==> config.mk <==
export PLATFORM = sky130hd
export DESIGN_NAME = serial_adder_ctrl
export DESIGN_NICKNAME = d
export VERILOG_FILES = /design/src/rtl/serial_adder_ctrl.sv
export SDC_FILE = /design/constraint.sdc
export NUM_CORES = 1
export LEC_CHECK = 0
export CAP_MARGIN = 20
export CORE_ASPECT_RATIO = 1.1
export CORE_MARGIN = 2
export CORE_UTILIZATION = 50
export DETAILED_ROUTE_END_ITERATION = 10
export GPL_ROUTABILITY_DRIVEN = 1
export PLACE_DENSITY = 0.74
export SLEW_MARGIN = 30
export SYNTH_ARGS = -nofsm -noshare
export SYNTH_HDL_FRONTEND = slang
export SYNTH_SLANG_ARGS = --single-unit
==> constraint.sdc <==
create_clock -name clk -period 2.55 [get_ports clk]
set_clock_uncertainty 0.1 [all_clocks]
set_input_delay 0.3825 -clock clk [delete_from_list [all_inputs] [get_ports clk]]
set_output_delay 0.3825 -clock clk [all_outputs]
set_load 0.03 [all_outputs]
==> src/rtl/serial_adder_ctrl.sv <==
// Bit-serial adder: one shared full_adder cell walks the operands LSB-first, one bit per clock.
// Optional build macro SERIAL_ADDER_SUB_EN adds a sub input selecting A - B.

module full_adder (
  input  logic a,
  input  logic b,
  input  logic cin,
  output logic s,
  output logic cout
);
  assign s    = a ^ b ^ cin;
  assign cout = (a & b) | (cin & (a ^ b));
endmodule

module serial_adder_ctrl #(
  parameter int WIDTH = 8
) (
  input  logic             clk,
  input  logic             reset,
  input  logic             inValid,
  output logic             inReady,
  input  logic [WIDTH-1:0] A,
  input  logic [WIDTH-1:0] B,
  input  logic             carryIn,
  output logic             outValid,
  input  logic             outReady,
  output logic [WIDTH-1:0] sum,
  output logic             carryOut
`ifdef SERIAL_ADDER_SUB_EN
  ,input logic             sub
`endif
);
  // Handshakes: a transfer happens on a rising edge where valid & ready are both high;
  // producers hold data stable until then, and valid never depends on ready.

  typedef enum logic [1:0] {IDLE, RUN, DONE} state_t;

  localparam int CW = (WIDTH > 1) ? $clog2(WIDTH) : 1;
  localparam logic [CW-1:0] CNT_LAST = CW'(WIDTH - 1);

  state_t           state_q, state_d;
  logic [WIDTH-1:0] a_q, a_d;
  logic [WIDTH-1:0] b_q, b_d;
  logic [WIDTH-1:0] res_q, res_d;
  logic [WIDTH-1:0] sum_q, sum_d;
  logic [CW-1:0]    cnt_q, cnt_d;
  logic             carry_q, carry_d;
  logic             carry_out_q, carry_out_d;
  logic             in_ready_q, in_ready_d;
  logic             out_valid_q, out_valid_d;

  logic             fa_s, fa_cout;
  logic [WIDTH-1:0] res_next;
  logic [WIDTH-1:0] b_load;
  logic             c_load;

  full_adder u_fa (
    .a   (a_q[0]),
    .b   (b_q[0]),
    .cin (carry_q),
    .s   (fa_s),
    .cout(fa_cout)
  );

  // Subtraction is A + ~B + 1, so only the load values differ between modes.
  always_comb begin
`ifdef SERIAL_ADDER_SUB_EN
    b_load = sub ? ~B : B;
    c_load = sub ? 1'b1 : carryIn;
`else
    b_load = B;
    c_load = carryIn;
`endif
  end

  always_comb begin
    res_next           = res_q >> 1;
    res_next[WIDTH-1]  = fa_s;

    state_d     = state_q;
    a_d         = a_q;
    b_d         = b_q;
    res_d       = res_q;
    sum_d       = sum_q;
    cnt_d       = cnt_q;
    carry_d     = carry_q;
    carry_out_d = carry_out_q;
    in_ready_d  = in_ready_q;
    out_valid_d = out_valid_q;

    case (state_q)
      IDLE: begin
        if (inValid) begin
          a_d        = A;
          b_d        = b_load;
          carry_d    = c_load;
          cnt_d      = '0;
          state_d    = RUN;
          in_ready_d = 1'b0;
        end
      end
      RUN: begin
        a_d     = a_q >> 1;
        b_d     = b_q >> 1;
        res_d   = res_next;
        carry_d = fa_cout;
        cnt_d   = cnt_q + CW'(1);
        if (cnt_q == CNT_LAST) begin
          cnt_d       = '0;
          state_d     = DONE;
          out_valid_d = 1'b1;
          sum_d       = res_next;
          carry_out_d = fa_cout;
        end
      end
      DONE: begin
        if (outReady) begin
          state_d     = IDLE;
          out_valid_d = 1'b0;
          in_ready_d  = 1'b1;
        end
      end
      default: begin
        state_d     = IDLE;
        in_ready_d  = 1'b1;
        out_valid_d = 1'b0;
      end
    endcase
  end

  always_ff @(posedge clk) begin
    if (reset) begin
      state_q     <= IDLE;
      a_q         <= '0;
      b_q         <= '0;
      res_q       <= '0;
      sum_q       <= '0;
      cnt_q       <= '0;
      carry_q     <= 1'b0;
      carry_out_q <= 1'b0;
      in_ready_q  <= 1'b1;
      out_valid_q <= 1'b0;
    end else begin
      state_q     <= state_d;
      a_q         <= a_d;
      b_q         <= b_d;
      res_q       <= res_d;
      sum_q       <= sum_d;
      cnt_q       <= cnt_d;
      carry_q     <= carry_d;
      carry_out_q <= carry_out_d;
      in_ready_q  <= in_ready_d;
      out_valid_q <= out_valid_d;
    end
  end

  assign inReady  = in_ready_q;
  assign outValid = out_valid_q;
  assign sum      = sum_q;
  assign carryOut = carry_out_q;

endmodule
==> results.py, run 1 <==
metrics = {
    "status": {
        "outcome": "complete, no violations",
    },
    "detailed_routing": {
        "drt_pass1_iterations": 4,
        "drc": 0,
        "ant_nets": 0,
        "drt-initial-drc-count": 62,
        "wire_per_inst_um": 13.5,
        "wl_met2_mm": 1.58,
        "wl_met1_mm": 1.52,
        "routed_wl_mm": 3.30,
        "wl_met3_um": 131,
        "dr.max_layer_used": "met4",
        "avgViaCountPerCell": 5.52,
        "vias": 1352,
    },
    "placement": {
        "place_inst": 237,
        "dp_hpwl_mm": 2.28,
        "pre_cts_slack_ns": 0.332,
        "gp_congestion": 0.745,
        "port_buffers": 31,
    },
    "worst_setup_path": {
        "path_class": "reg -> out",
        "slowest_stage": "clkdlybuf4s50_1",
        "slowest_delay_ns": 0.68,
        "start_kind": "register",
        "cp-end-kind": "output port",
        "crit_arrival_ns": 1.40,
        "cp.required_ns": 2.07,
        "cpLargestDelayFamily": "buffers and inverters",
        "path_cells": "clkdlybuf4s50_1",
        "cp_num_buf_inv": 1,
        "r2r_slack_ns": 0.76,
        "crit_fanout": 2,
    },
    "clock_network": {
        "tritoncts": "done",
        "clock-sinks": 40,
        "cts_root_buffer": "clkbuf_4",
        "h-tree-depth": 2,
        "clk_transition_reported_paths_ns": 0.12,
        "clock_latency_ns": 0.35,
        "cts-buffers-inserted": 5,
        "cts_hold_repair.buffers": 0,
        "cts-root-to-sink-buffers": 2,
        "cts-resized-gates": 0,
        "cts_setup_buffers": 0,
    },
    "timing": {
        "maxSlewHeadroom_pct": 50.2,
        "setup_viol": 0,
        "worst_pin_slew_ns": 0.747,
        "fin_crit_sh_pct": 73.8,
        "hold_viol": 0,
        "fin_ws_ns": 0.669,
        "finalMaxSlewViolations": 0,
        "max_freq_ghz": 0.532,
        "fin_crit_ns": 1.88,
        "rsz0062_at_grt": "false",
        "finalSetupTns_ns": 0,
    },
    "power": {
        "p_leak_nw": 0.731,
        "vdd_drop_max_mv": 0.393,
        "power_density_nw_per_um2": 625,
    },
    "synthesis": {
        "synth_cell_type_count": 27,
        "synth_area_leaders": "dfxtp_1 48%, o221ai_2 8.1%, a21oi_1 7.2%, nand2_1 5.6%, a21oi_2 4.7%",
        "ys_seq_elements": 40,
        "yosysWarningCount": 0,
        "yosys.area.top_type": "dfxtp_1",
        "syn-num-nets": 204,
        "avgSynthCellArea_um2": 9.29,
        "synth_cells": 180,
        "yosys.area.top_type_share_pct": 47.9,
        "ys_seq_area_share_pct": 47.9,
        "syn-cell-area_um2": 1670,
    },
    "finish": {
        "fin_cells": 245,
        "drive_gt1_share_pct": 15.3,
        "nNetsFinal": 232,
        "area_growth_pct": 23.7,
        "n_antenna_cell": 0,
    },
    "global_route": {
        "antenna_found_initial": 0,
        "grt_overflow": 0,
        "grt_pass1_vias": 1299,
        "grt_max_degree": 25,
        "groute.usage.overall_pct": 19.0,
        "grt_pass1_wl_mm": 5.55,
    },
    "flow_run": {
        "maxCapViolCount": 0,
    },
    "floorplan": {
        "die-width_um": 59.2,
        "num_io_pins": 32,
        "core_area_um2": 3280,
        "die_h_um": 64.7,
        "start_util_pct": 51.1,
        "die_area_um2": 3820,
        "core.rowCount": 22,
    },
    "worst_hold_path": {
        "hp-class": "reg -> reg",
    },
}
-- per-layer routing --
layer  up-vias  global-route usage [%]
met4         0                    7.39
li1        677                       -
met1       640                    23.6
met5         -                       0
met2        27                    30.1
met3         8                    6.19
-- synth_stat cells (all sizes together) --
master,number
o221ai,15
a21oi,33
nor2,7
nand3b,1
or3b,1
clkbuf,6
buf,9
ha,2
or2b,1
o21ai,1
nor2b,1
inv,17
o21bai,1
o21a,1
nand2b,1
nand3,9
nor3,1
dfxtp,40
mux2i,1
nand2,25
fa,1
a22oi,5
nor3b,1
-- cell type report --
cell class | count | area [um2]
fillers | 303 | 1210
clock inverters | 1 | 30.0
flip-flops and latches | 40 | 801
inverters | 17 | 63.8
well taps | 36 | 45.0
repair buffers | 36 | 348
clock buffers | 7 | 65.1
multi-input cells | 108 | 717
-- logic make-up after synthesis --
kind of cell | Yosys count | synth area share, %
and+or+nand+nor | 48 | 12.8
buffers and inverters | 32 | 9.50
DFF | 40 | 47.9
muxes | 1 | 0.598
adders and majority gates | 3 | 2.69
AOI/OAI and AO/OA | 56 | 26.6
-- state kept, by name, summed over array words and instances (netlist names), 2 cells and up --
register / cells
sum: 8
state_q: 2
res_q: 7
b_q: 8
a_q: 8
cnt_q: 3
-- path summary, 6_finish.rpt --
check | start | to | cells past startpoint
setup / recovery | carryOut | carryOut | 1
hold / removal | a_q[3] | a_q[3] | 2
setup reg to reg | state_q[1] | res_q[4] | 4
hold reg to reg | a_q[3] | a_q[3] | 2
-- per-stage QoR --
step | util (%) | total power [mW] | cell area, um2 | hold WS (ns)
5_1_grt | 63.2 | 1.34 | 2070 | 0.376
4_1_cts | 63.2 | 1.30 | 2070 | 0.364
3_5_place_dp | 60.3 | 0.845 | 1970 | 0.347
6_report | 63.2 | 1.29 | 2070 | 0.361
3_3_place_gp | 60.3 | 0.836 | 1970 | 0.335
2_1_floorplan | - | 0.794 | 1670 | 0.324
-- cells in the final DEF (no fill, tap or decap) --
cell type and count:
nand3_1 9, nand2_1 25, nor3_1 1, buf_4 5, mux2i_1 1, nand2b_1 1
clkbuf_4 5, o21bai_2 1, dfxtp_1 40, fa_1 1, nor3b_1 1, o21a_1 1
a21oi_1 24, ha_1 2, clkbuf_8 2, clkdlybuf4s50_1 31, bufinv_16 1, inv_1 17
a22oi_1 5, a21oi_2 9, or3b_1 1, nand3b_1 1, or2b_1 1, o221ai_2 9
nor2_1 7, nor2b_1 1, o221ai_1 6, o21ai_0 1
-- report_power, final --
part | internal, mW | switching, mW | leakage (nW)
Combinational | 0.0729 | 0.0808 | 0.352
Sequential | 0.655 | 0.0221 | 0.327
Clock | 0.260 | 0.203 | 0.0515
(Power assumes the default switching activity.)
==> inputs of run 2 (changes only) <==
- clock period: 2.55 -> 1.9 ns (I/O delays scaled with it)
==> run 2 against run 1 <==
  * Setup slack worse by 0.55 ns
  * Final area up 2.4%
  * First-iteration DRC count down 29%
  * Flip-flop and latch count unchanged
  * Non-clock buffer count up 5
  * Global-route usage up 1.3 points
  * Critical path depth unchanged
  * Clock power up 32%
  * Sequential share of layout area down 0.91 points
  * Cell count up 2.0%
  * Die area unchanged
  * Critical path type unchanged
  * Critical endpoint unchanged
  * Largest power group unchanged
==> results.py, run 2 (synthesis results as in run 1) <==
metrics = {
    "timing": {
        "finalMaxSlewViolations": 0,
        "finalSetupTns_ns": 0,
        "fin_crit_ns": 1.78,
        "fin_ws_ns": 0.122,
        "fin_crit_sh_pct": 93.6,
        "setup_viol": 0,
        "maxSlewHeadroom_pct": 49.4,
        "rsz0062_at_grt": "false",
        "worst_pin_slew_ns": 0.759,
        "max_freq_ghz": 0.563,
        "hold_viol": 0,
    },
    "detailed_routing": {
        "avgViaCountPerCell": 5.38,
        "routed_wl_mm": 3.29,
        "drt_pass1_iterations": 4,
        "drt-initial-drc-count": 44,
        "drc": 0,
        "ant_nets": 0,
        "wire_per_inst_um": 13.2,
        "vias": 1346,
    },
    "clock_network": {
        "cts_root_buffer": "clkbuf_4",
        "clk_transition_reported_paths_ns": 0.11,
        "cts_setup_buffers": 0,
        "clock-sinks": 40,
        "cts-buffers-inserted": 5,
        "cts_hold_repair.buffers": 0,
        "clock_latency_ns": 0.35,
        "cts-resized-gates": 0,
        "tritoncts": "done",
        "h-tree-depth": 2,
        "cts-root-to-sink-buffers": 2,
    },
    "flow_run": {
        "maxCapViolCount": 0,
    },
    "worst_setup_path": {
        "path_cells": "clkdlybuf4s50_1",
        "worst-path-stages": 1,
        "slowest_stage": "clkdlybuf4s50_1",
        "rr_worst_depth": 4,
        "r2r-start": "state_q[0]",
        "reg2reg_to": "res_q[3]",
        "crit_arrival_ns": 1.39,
        "path_class": "reg -> out",
        "r2r_slack_ns": 0.29,
        "slowest_delay_ns": 0.68,
        "cpLargestDelayFamily": "buffers and inverters",
        "cp-end-kind": "output port",
        "start_kind": "register",
        "crit_fanout": 2,
        "crit_path_end": "carryOut",
        "cp.required_ns": 1.51,
        "critPathLaunch": "carryOut",
        "cp_num_buf_inv": 1,
    },
    "global_route": {
        "grt_overflow": 0,
        "grt_pass1_vias": 1362,
        "grt_pass1_wl_mm": 5.95,
        "grt_max_degree": 25,
        "antenna_found_initial": 0,
        "groute.usage.overall_pct": 20.3,
    },
    "floorplan": {
        "core.rowCount": 22,
        "start_util_pct": 51.1,
        "die_h_um": 64.7,
        "die_area_um2": 3820,
        "num_io_pins": 32,
        "core_area_um2": 3280,
        "die-width_um": 59.2,
    },
    "placement": {
        "gp_congestion": 0.757,
        "pre_cts_slack_ns": 0.0438,
        "dp_hpwl_mm": 2.37,
        "port_buffers": 31,
    },
    "finish": {
        "drive_gt1_share_pct": 17.3,
        "nNetsFinal": 237,
        "n_antenna_cell": 0,
        "area_growth_pct": 26.7,
        "final_util_pct": 64.7,
        "final_cell_mix": "40 x dfxtp_1, 31 x clkdlybuf4s50_1, 25 x nand2_1",
        "layout_commonest_cell": "dfxtp_1",
    },
    "power": {
        "p_leak_nw": 0.760,
        "vdd_drop_max_mv": 0.578,
        "power_density_nw_per_um2": 822,
    },
    "worst_hold_path": {
        "hp-class": "reg -> reg",
    },
    "status": {
        "outcome": "complete, no violations",
    },
}
[run 2: changes by cell type in the layout (fill, tap and decap cells not counted)]
cell and delta:
buf_12 +1, buf_4 +4
[run 2: where the power goes]
group / internal, mW / total (mW) / switching (mW)
logic: 0.109 / 0.224 / 0.115
clock network: 0.349 / 0.613 / 0.264
registers: 0.879 / 0.904 / 0.0252
total: 1.34 / 1.74 / 0.405
[run 2: area by class of cell]
cell class              instances  area [um2]
inverters                      17        63.8
repair buffers                 41         398
well taps                      36        45.0
flip-flops and latches         40         801
fillers                       280        1160
clock inverters                 1        30.0
clock buffers                   7        65.1
multi-input cells             108         717
[run 2: routing by layer]
metal / track usage (%) / wire (um) / share of wire, %
met5: 0 / 0 / 0
met4: 6.82 / 48 / 1.5
met3: 5.39 / 147 / 4.5
met2: 34.6 / 1690 / 51
met1: 24.2 / 1400 / 43
[run 2: worst min path at each step]
stage | start | endpoint | slack (ns) | depth (start not counted)
final | a_q[1] | a_q[1] | 0.36 | 2
after global routing | sum[1] | sum[1] | 0.38 | 2
after CTS | sum[1] | sum[1] | 0.36 | 2
after detailed placement | a_q[2] | a_q[2] | 0.34 | 2
after global placement | a_q[2] | a_q[2] | 0.33 | 2
after floorplan | a_q[1] | a_q[1] | 0.32 | 2
[run 2: tightest hold or removal path: stages, from the launching register on]
cell and delay, ns:
dfxtp_1 0.32, inv_1 0.05, a21oi_1 0.05
[run 2: metrics by stage]
stage	hold WS, ns	instances	instance area, um2	total power [mW]
floorplan	0.324	180	1670	1.06
global placement	0.333	242	2020	1.13
detailed placement	0.345	242	2020	1.15
CTS	0.363	250	2120	1.76
global route	0.381	250	2120	1.82
finish	0.356	250	2120	1.74
==> inputs of run 3 (changes only) <==
- CTS_CLUSTER_SIZE: not set -> 14
==> results of run 3 <==
Final layout, timing and power as in run 2 (identical DEF).
